## config.mk

```make
export PLATFORM = sky130hd
export DESIGN_NAME = dmem_arbiter
export DESIGN_NICKNAME = d
export VERILOG_FILES = /design/src/rtl/mips_pkg.sv /design/src/rtl/arb_rr2.sv /design/src/rtl/dmem_arbiter.sv
export SDC_FILE = /design/constraint.sdc
export NUM_CORES = 1
export LEC_CHECK = 0
export BUFFER_PORTS_ARGS = -buffer_cell sky130_fd_sc_hd__buf_2
export CAP_MARGIN = 20
export CORE_UTILIZATION = 29
export CTS_CLUSTER_DIAMETER = 100
export DETAILED_ROUTE_END_ITERATION = 8
export SLEW_MARGIN = 15
export SYNTH_ARGS = -nofsm -noshare
export SYNTH_HDL_FRONTEND = slang
export SYNTH_SLANG_ARGS = --single-unit
```

## constraint.sdc

```tcl
create_clock -name clk -period 2.3 [get_ports clk]
set_clock_uncertainty 0.1 [all_clocks]
set_input_delay 0.46 -clock clk [delete_from_list [all_inputs] [get_ports clk]]
set_output_delay 0.46 -clock clk [all_outputs]
set_load 0.05 [all_outputs]
```

## src/rtl/mips_pkg.sv

```systemverilog
// mips_pkg: shared encodings for the data-memory arbiter slice.
//   state_e  : arbiter FSM states (IDLE / ACCESS / RESP)
//   owner_e  : which requester owns the current access (CPU / debug host)
//   rr2_pick : two-way round-robin choice used by arb_rr2
package mips_pkg;

    typedef enum logic [1:0] {
        IDLE   = 2'd0,
        ACCESS = 2'd1,
        RESP   = 2'd2
    } state_e;

    typedef enum logic {
        OWN_CPU = 1'b0,
        OWN_DBG = 1'b1
    } owner_e;

    // One-hot grant for two requesters; on a tie the one that did not go last wins.
    function automatic logic [1:0] rr2_pick(input logic [1:0] req, input owner_e last);
        logic [1:0] g;
        case (req)
            2'b01:   g = 2'b01;
            2'b10:   g = 2'b10;
            2'b11:   g = (last == OWN_DBG) ? 2'b01 : 2'b10;
            default: g = 2'b00;
        endcase
        return g;
    endfunction

endpackage

```

## src/rtl/arb_rr2.sv

```systemverilog
// arb_rr2: two-requester round-robin arbiter (combinational pick + last-owner flop).
// Ports:
//   clk, rst     : clock, asynchronous active-low reset
//   req[1:0]     : request vector (bit 0 = CPU, bit 1 = debug)
//   update       : record the current winner as last owner
//   grant[1:0]   : one-hot grant
//   gnt_idx      : index of the granted requester
// After reset the debug side counts as last owner, so the CPU wins the first tie.
module arb_rr2
    import mips_pkg::*;
(
    input  logic       clk,
    input  logic       rst,
    input  logic [1:0] req,
    input  logic       update,
    output logic [1:0] grant,
    output logic       gnt_idx
);

    owner_e last_q;
    owner_e last_d;

    // Grant selection from the current requests and the last winner.
    always_comb begin
        grant   = rr2_pick(req, last_q);
        gnt_idx = grant[1];
    end

    // Next value of the last-owner record.
    always_comb begin
        last_d = last_q;
        if (update) begin
            last_d = owner_e'(gnt_idx);
        end else begin
            last_d = last_q;
        end
    end

    // Last-owner register.
    always_ff @(posedge clk or negedge rst) begin
        if (!rst) begin
            last_q <= OWN_DBG;
        end else begin
            last_q <= last_d;
        end
    end

endmodule

```

## src/rtl/dmem_arbiter.sv

```systemverilog
// dmem_arbiter: shares a single-port data memory between the MEM stage (CPU)
// and a debug/loader host, inserting WAIT_CYCLES extra cycles per access.
// Ports:
//   clk, rst                  : clock, asynchronous active-low reset
//   cpu_req/we/addr/wdata_i   : MEM-stage access; cpu_rdata_o valid when stall drops
//   cpu_stall_o               : pipeline freeze while a CPU access is outstanding
//   dbg_req/we/addr/wdata_i   : host access; dbg_rdata_o valid with dbg_ack_o pulse
//   mem_en/we/addr/wdata_o    : memory strobes, word-aligned address
//   mem_rdata_i               : combinational memory read data
//   stall_cnt_o               : saturating count of stalled cycles
// An access runs IDLE (grant) -> ACCESS (WAIT_CYCLES+1 cycles) -> RESP (1 cycle).
module dmem_arbiter
    import mips_pkg::*;
#(
    parameter int ADDR_W      = 32,
    parameter int DATA_W      = 32,
    parameter int WAIT_CYCLES = 2,
    parameter int CNT_W       = 32
) (
    input  logic              clk,
    input  logic              rst,
    input  logic              cpu_req_i,
    input  logic              cpu_we_i,
    input  logic [ADDR_W-1:0] cpu_addr_i,
    input  logic [DATA_W-1:0] cpu_wdata_i,
    output logic [DATA_W-1:0] cpu_rdata_o,
    output logic              cpu_stall_o,
    input  logic              dbg_req_i,
    input  logic              dbg_we_i,
    input  logic [ADDR_W-1:0] dbg_addr_i,
    input  logic [DATA_W-1:0] dbg_wdata_i,
    output logic [DATA_W-1:0] dbg_rdata_o,
    output logic              dbg_ack_o,
    output logic              mem_en_o,
    output logic              mem_we_o,
    output logic [ADDR_W-1:0] mem_addr_o,
    output logic [DATA_W-1:0] mem_wdata_o,
    input  logic [DATA_W-1:0] mem_rdata_i,
    output logic [CNT_W-1:0]  stall_cnt_o
);

    localparam int WC_W = (WAIT_CYCLES > 0) ? $clog2(WAIT_CYCLES + 1) : 1;
    localparam logic [WC_W-1:0]   WC_LOAD    = WC_W'(WAIT_CYCLES);
    // Misaligned addresses are aligned when latched; no error is raised.
    localparam logic [ADDR_W-1:0] ALIGN_MASK = {{(ADDR_W-2){1'b1}}, 2'b00};

    state_e            state_q, state_d;
    owner_e            owner_q, owner_d;
    logic              we_q, we_d;
    logic [ADDR_W-1:0] addr_q, addr_d;
    logic [DATA_W-1:0] wdata_q, wdata_d;
    logic [WC_W-1:0]   wait_cnt_q, wait_cnt_d;
    logic [DATA_W-1:0] cpu_rdata_q, cpu_rdata_d;
    logic [DATA_W-1:0] dbg_rdata_q, dbg_rdata_d;
    logic [CNT_W-1:0]  stall_cnt_q, stall_cnt_d;

    logic [1:0] grant_s;
    logic       gnt_idx_s;
    logic       update_s;
    logic       final_s;
    logic       in_access_s;
    logic       cpu_stall_s;

    arb_rr2 u_arb (
        .clk     (clk),
        .rst     (rst),
        .req     ({dbg_req_i, cpu_req_i}),
        .update  (update_s),
        .grant   (grant_s),
        .gnt_idx (gnt_idx_s)
    );

    // Access-phase decode and the combinational stall.
    always_comb begin
        in_access_s = (state_q == ACCESS);
        final_s     = in_access_s && (wait_cnt_q == {WC_W{1'b0}});
        // Gated by rst so the pipeline is not frozen while the block is held in reset.
        cpu_stall_s = rst && cpu_req_i && !((state_q == RESP) && (owner_q == OWN_CPU));
    end

    // FSM next state, request latching and read-data capture.
    always_comb begin
        state_d     = state_q;
        owner_d     = owner_q;
        we_d        = we_q;
        addr_d      = addr_q;
        wdata_d     = wdata_q;
        wait_cnt_d  = wait_cnt_q;
        cpu_rdata_d = cpu_rdata_q;
        dbg_rdata_d = dbg_rdata_q;
        // The arbiter records the winner at grant time; it is only consulted in
        // IDLE, so this is equivalent to recording it at the end of the access.
        update_s    = 1'b0;
        case (state_q)
            IDLE: begin
                if (grant_s != 2'b00) begin
                    update_s   = 1'b1;
                    owner_d    = owner_e'(gnt_idx_s);
                    wait_cnt_d = WC_LOAD;
                    state_d    = ACCESS;
                    if (gnt_idx_s == OWN_DBG) begin
                        we_d    = dbg_we_i;
                        addr_d  = dbg_addr_i & ALIGN_MASK;
                        wdata_d = dbg_wdata_i;
                    end else begin
                        we_d    = cpu_we_i;
                        addr_d  = cpu_addr_i & ALIGN_MASK;
                        wdata_d = cpu_wdata_i;
                    end
                end else begin
                    state_d = IDLE;
                end
            end
            ACCESS: begin
                if (wait_cnt_q != {WC_W{1'b0}}) begin
                    wait_cnt_d = wait_cnt_q - WC_W'(1);
                end else begin
                    state_d = RESP;
                    // Only reads refresh the owner's read-data register.
                    if (!we_q) begin
                        if (owner_q == OWN_CPU) begin
                            cpu_rdata_d = mem_rdata_i;
                        end else begin
                            dbg_rdata_d = mem_rdata_i;
                        end
                    end else begin
                        cpu_rdata_d = cpu_rdata_q;
                    end
                end
            end
            RESP: begin
                state_d = IDLE;
            end
            default: begin
                state_d = IDLE;
            end
        endcase
    end

    // Saturating stall-cycle counter.
    always_comb begin
        stall_cnt_d = stall_cnt_q;
        if (cpu_stall_s && !(&stall_cnt_q)) begin
            stall_cnt_d = stall_cnt_q + CNT_W'(1);
        end else begin
            stall_cnt_d = stall_cnt_q;
        end
    end

    // State and datapath registers.
    always_ff @(posedge clk or negedge rst) begin
        if (!rst) begin
            state_q     <= IDLE;
            owner_q     <= OWN_CPU;
            we_q        <= 1'b0;
            addr_q      <= {ADDR_W{1'b0}};
            wdata_q     <= {DATA_W{1'b0}};
            wait_cnt_q  <= {WC_W{1'b0}};
            cpu_rdata_q <= {DATA_W{1'b0}};
            dbg_rdata_q <= {DATA_W{1'b0}};
            stall_cnt_q <= {CNT_W{1'b0}};
        end else begin
            state_q     <= state_d;
            owner_q     <= owner_d;
            we_q        <= we_d;
            addr_q      <= addr_d;
            wdata_q     <= wdata_d;
            wait_cnt_q  <= wait_cnt_d;
            cpu_rdata_q <= cpu_rdata_d;
            dbg_rdata_q <= dbg_rdata_d;
            stall_cnt_q <= stall_cnt_d;
        end
    end

    // Output drive; memory strobes derive from the state flop so they drop
    // the instant reset asserts, and the write strobe exists only in the final ACCESS cycle.
    always_comb begin
        mem_en_o    = in_access_s;
        mem_we_o    = final_s && we_q;
        mem_addr_o  = in_access_s ? addr_q : {ADDR_W{1'b0}};
        mem_wdata_o = in_access_s ? wdata_q : {DATA_W{1'b0}};
        dbg_ack_o   = (state_q == RESP) && (owner_q == OWN_DBG);
        cpu_stall_o = cpu_stall_s;
        cpu_rdata_o = cpu_rdata_q;
        dbg_rdata_o = dbg_rdata_q;
        stall_cnt_o = stall_cnt_q;
    end

endmodule

```

==> results_tabular.tex <==
\begin{tabular}{lr}
\hline
Metric & Value \\
\hline
\multicolumn{2}{l}{\textbf{Finish}} \\
\quad Non-Filler Instances & 1331 \\
\quad Fraction of layout instances using a drive strength above 1 & 46.9\% \\
\quad Area growth, synth to finish & 40.5\% \\
\quad Core utilization of the finished layout & 41.8\% \\
\quad Net total in the final layout & 1156 \\
\quad Antenna diode count & 0 \\
\multicolumn{2}{l}{\textbf{Clocking}} \\
\quad Maximum number of buffers from clock root to sink & 2 \\
\quad CTS root buf & clkbuf\_16 \\
\quad Clk\_lat worst skew & 0.42 ns \\
\quad Clock transition at the register clock pins on the worst setup and hold paths after CTS & 0.07 ns \\
\quad Clock Sinks & 165 \\
\quad Total number of H-tree levels & 4 \\
\quad Number of buffers added to fix hold violations after cts & 0 \\
\quad Clock buffers created by TritonCTS & 17 \\
\quad CTS tree & built \\
\multicolumn{2}{l}{\textbf{Synth}} \\
\quad Distinct cells, synth & 44 \\
\quad Number of cells produced by synthesis & 657 \\
\quad Post-synthesis cell type with the largest combined area & dfrtp\_1 \\
\quad Sequential fraction of the synthesis area & 55.0\% \\
\quad Cell Area, Synth & 7510 um\^{}2 \\
\quad Total of flip-flops plus latches after synthesis & 165 \\
\quad Leading register cell type out of synthesis & dfrtp\_1 \\
\quad Adder-Cell Fraction of Synth Area & 0.333\% \\
\quad Count of flip-flops with a built-in enable after synthesis & 0 \\
\quad Avg Cell Area, Syn & 11.4 um\^{}2 \\
\quad Biggest area contributors in the synthesized netlist & dfrtp\_1, mux2\_2, mux2i\_1 \\
\quad Post-synthesis mux area share & 18.2\% \\
\quad Share of flip-flops with an asynchronous set or reset & 100\% \\
\quad Post-synthesis compound-gate area fraction & 5.67\% \\
\quad Post-synthesis xor/xnor area fraction & 3.50\% \\
\quad Largest family of logic cells by synthesized area & multiplexers \\
\quad Area share of the largest cell type after synthesis & 54.7\% \\
\quad Simple-gate portion of the synthesized area & 14.7\% \\
\quad Yosys Warn Count & 0 \\
\multicolumn{2}{l}{\textbf{Floorplanning}} \\
\quad Die outline height & 163 um \\
\quad Floorplan die area & 26500 um\^{}2 \\
\quad Number of primary I/O pins & 330 \\
\quad Effective utilization at floorplan & 29.7\% \\
\quad Width of the die & 163 um \\
\quad Total core area & 25300 um\^{}2 \\
\quad \# rows & 58 \\
\multicolumn{2}{l}{\textbf{Power}} \\
\quad Power per cell area & 1600 nW/um\^{}2 \\
\quad Combinational share of power & 55.0\% \\
\quad Total internal power & 8530 uW \\
\quad Switching fraction of total power & 49.4\% \\
\quad Power share of the clock group & 16.8\% \\
\quad Net switching power figure & 8340 uW \\
\quad Leakage & 0.00518 uW \\
\quad Sequential cell fraction of total power & 28.2\% \\
\quad Worst vdd ir & 872 uV \\
\multicolumn{2}{l}{\textbf{Placement}} \\
\quad Placed cells & 1296 \\
\quad HPWL after detailed placement & 14300 um \\
\quad Final GP Congestion & 0.821 \\
\quad Total of buffers placed on input and output ports & 323 \\
\multicolumn{2}{l}{\textbf{Timing}} \\
\quad Time the final worst path needs with I/O delays and setup & 2.20 ns \\
\quad Portion of the clock cycle consumed by the worst path in the final layout & 95.9\% \\
\quad Relative slew slack & 39.8\% \\
\quad Measured slew at the worst slew-check pin & 0.902 ns \\
\quad Setup tns final & 0 ns \\
\quad Maximum clock frequency & 454 MHz \\
\quad Final Hold Fails & 0 \\
\quad Final slew viol count & 0 \\
\quad Hold WS & 0.0714 ns \\
\quad Final Setup Violations & 0 \\
\quad RSZ-0062 raised after global routing & false \\
\multicolumn{2}{l}{\textbf{Global route}} \\
\quad Largest net degree at the start of global routing & 73 \\
\quad Total gr overflow & 0 \\
\quad Aggregate global-route resource usage & 15.2\% \\
\quad Number of antenna violations at the first check in global routing & 0 \\
\quad First-pass GRT wire length & 31000 um \\
\quad Number of global-route vias before repair & 5884 \\
\multicolumn{2}{l}{\textbf{Route}} \\
\quad Final routed wire length divided by cell count & 14.9 um \\
\quad Total wire length after detailed routing & 19800 um \\
\quad Routed vias/inst & 4.44 \\
\quad Number of design rule violations left after detail routing & 0 \\
\quad Detailed router's first-iteration violation count & 319 \\
\quad Detailed-router iteration count before antenna repair & 4 \\
\quad Total via count after detailed routing & 5904 \\
\quad Remaining antenna violation count & 0 \\
\multicolumn{2}{l}{\textbf{Run}} \\
\quad Max Cap Violations & 0 \\
\multicolumn{2}{l}{\textbf{Critical path}} \\
\quad Worst path arrival time & 1.64 ns \\
\quad Worst Setup Path Type & reg2out \\
\quad Startpoint Class & register \\
\quad Type of destination of the critical path & output port \\
\quad Worst-path maximum fanout & 4 \\
\quad Critical Path RT & 1.74 ns \\
\multicolumn{2}{l}{\textbf{Outcome}} \\
\quad Run status & finished clean \\
\multicolumn{2}{l}{\textbf{Worst hold path}} \\
\quad Path category of the worst min-delay check & in2async \\
\hline
\end{tabular}
-- registers in the layout (all words and copies together), names as in the netlist --
register / cells
wdata_q: 32
addr_q: 30
wait_cnt_q: 2
state_q: 2
owner_q: 1
we_q: 1
u_arb.last_q: 1
stall_cnt_o: 32
dbg_rdata_o: 32
cpu_rdata_o: 32
-- power by group through the flow --
stage	sequential, uW	clock [uW]	combinational (uW)
final	4760	2830	9280
after global routing	4940	3050	9870
after CTS	4770	2930	9400
after detailed placement	4820	0	8720
after global placement	4740	0	8660
after floorplan	6950	0	4290
-- path summary, 6_finish.rpt --
check / startpoint / end / slack (ns) / depth (start not counted)
max: state_q[1]$_DFFE_PN0P_ / cpu_stall_o / 0.1 / 4
max reg2reg: stall_cnt_o[12]$_DFFE_PN0P_ / stall_cnt_o[11]$_DFFE_PN0P_ / 0.16 / 5
max in group asynchronous: rst / wdata_q[5]$_DFFE_PN0P_ / 0.96 / 3
min: rst / stall_cnt_o[6]$_DFFE_PN0P_ / 0.07 / 2
min reg2reg: wdata_q[1]$_DFFE_PN0P_ / wdata_q[1]$_DFFE_PN0P_ / 0.37 / 2
min in group clk: mem_rdata_i[14] / cpu_rdata_o[14]$_DFFE_PN0P_ / 0.18 / 2
-- routing by layer --
layer  GRT usage, %  up-vias  wire (um)
met5              0        -          0
met2           25.3      229       9610
met1           19.1     2742       8630
met4           4.50        0        250
met3           4.38       15       1340
li1               -     2918          -
-- critical path, stage by stage, from the launching register on --
cell	delay (ns)
dfrtp_1	0.40
buf_4	0.14
nor3b_2	0.17
nor2_1	0.21
buf_2	0.31
-- final cells by class --
type	count	area (um^2)
fill	2519	14700
sequential	165	4140
multi-input combinational	448	3230
timing repair buffer	351	2140
clock buffer	19	443
tap	330	413
clock inverter	13	141
inverter	5	26.3
-- cells in the mapped netlist (3+ instances only) --
cell type and instances:
and2_1 63, and3_1 6, and4_1 3, buf_1 4, buf_2 12, clkbuf_1 22, dfrtp_1 164, inv_1 5
mux2_1 4, mux2_2 61, mux2i_1 63, nand2_1 77, nand3_1 14, nand4_1 12, nor2_1 10, nor3_1 8
nor4_1 3, o21ai_0 66, xnor2_1 18, xor2_1 12
-- what timing repair did --
item / in CTS / in global routing
resized for setup: 74 / 5
gates cloned: 2 / 0
endpoints found under the setup margin: 63 / 16
setup buffers: 0 / 1
-- kinds of logic after synthesis --
| logic type | Yosys count |
|---|---|
| compound gates | 76 |
| flops | 165 |
| xor+xnor | 30 |
| mux | 128 |
| fa+ha+maj | 2 |
| simple gates | 210 |
| buf+inv | 45 |
| other cells | 1 |
-- through the flow --
step	area (um^2)	total power, uW	worst slack (ns)
floorplan	7520	11200	0.00332
finish	10500	16900	0.0952
global placement	9680	13400	0.154
global route	10500	17900	0.00597
detailed placement	9680	13500	0.119
CTS	10500	17100	0.00485
-- cells in the final DEF, fill, tap and decap left out, drive strengths merged, types with 12 or more instances in the layout --
cell type and instances:
buf 351, dfrtp 164, nand2 77, o21ai 66, mux2 65, mux2i 63
and2 63, clkbuf 19, xnor2 18, nand3 14, nand4 12, xor2 12
No activity file was read; power rests on OpenSTA's default activity.
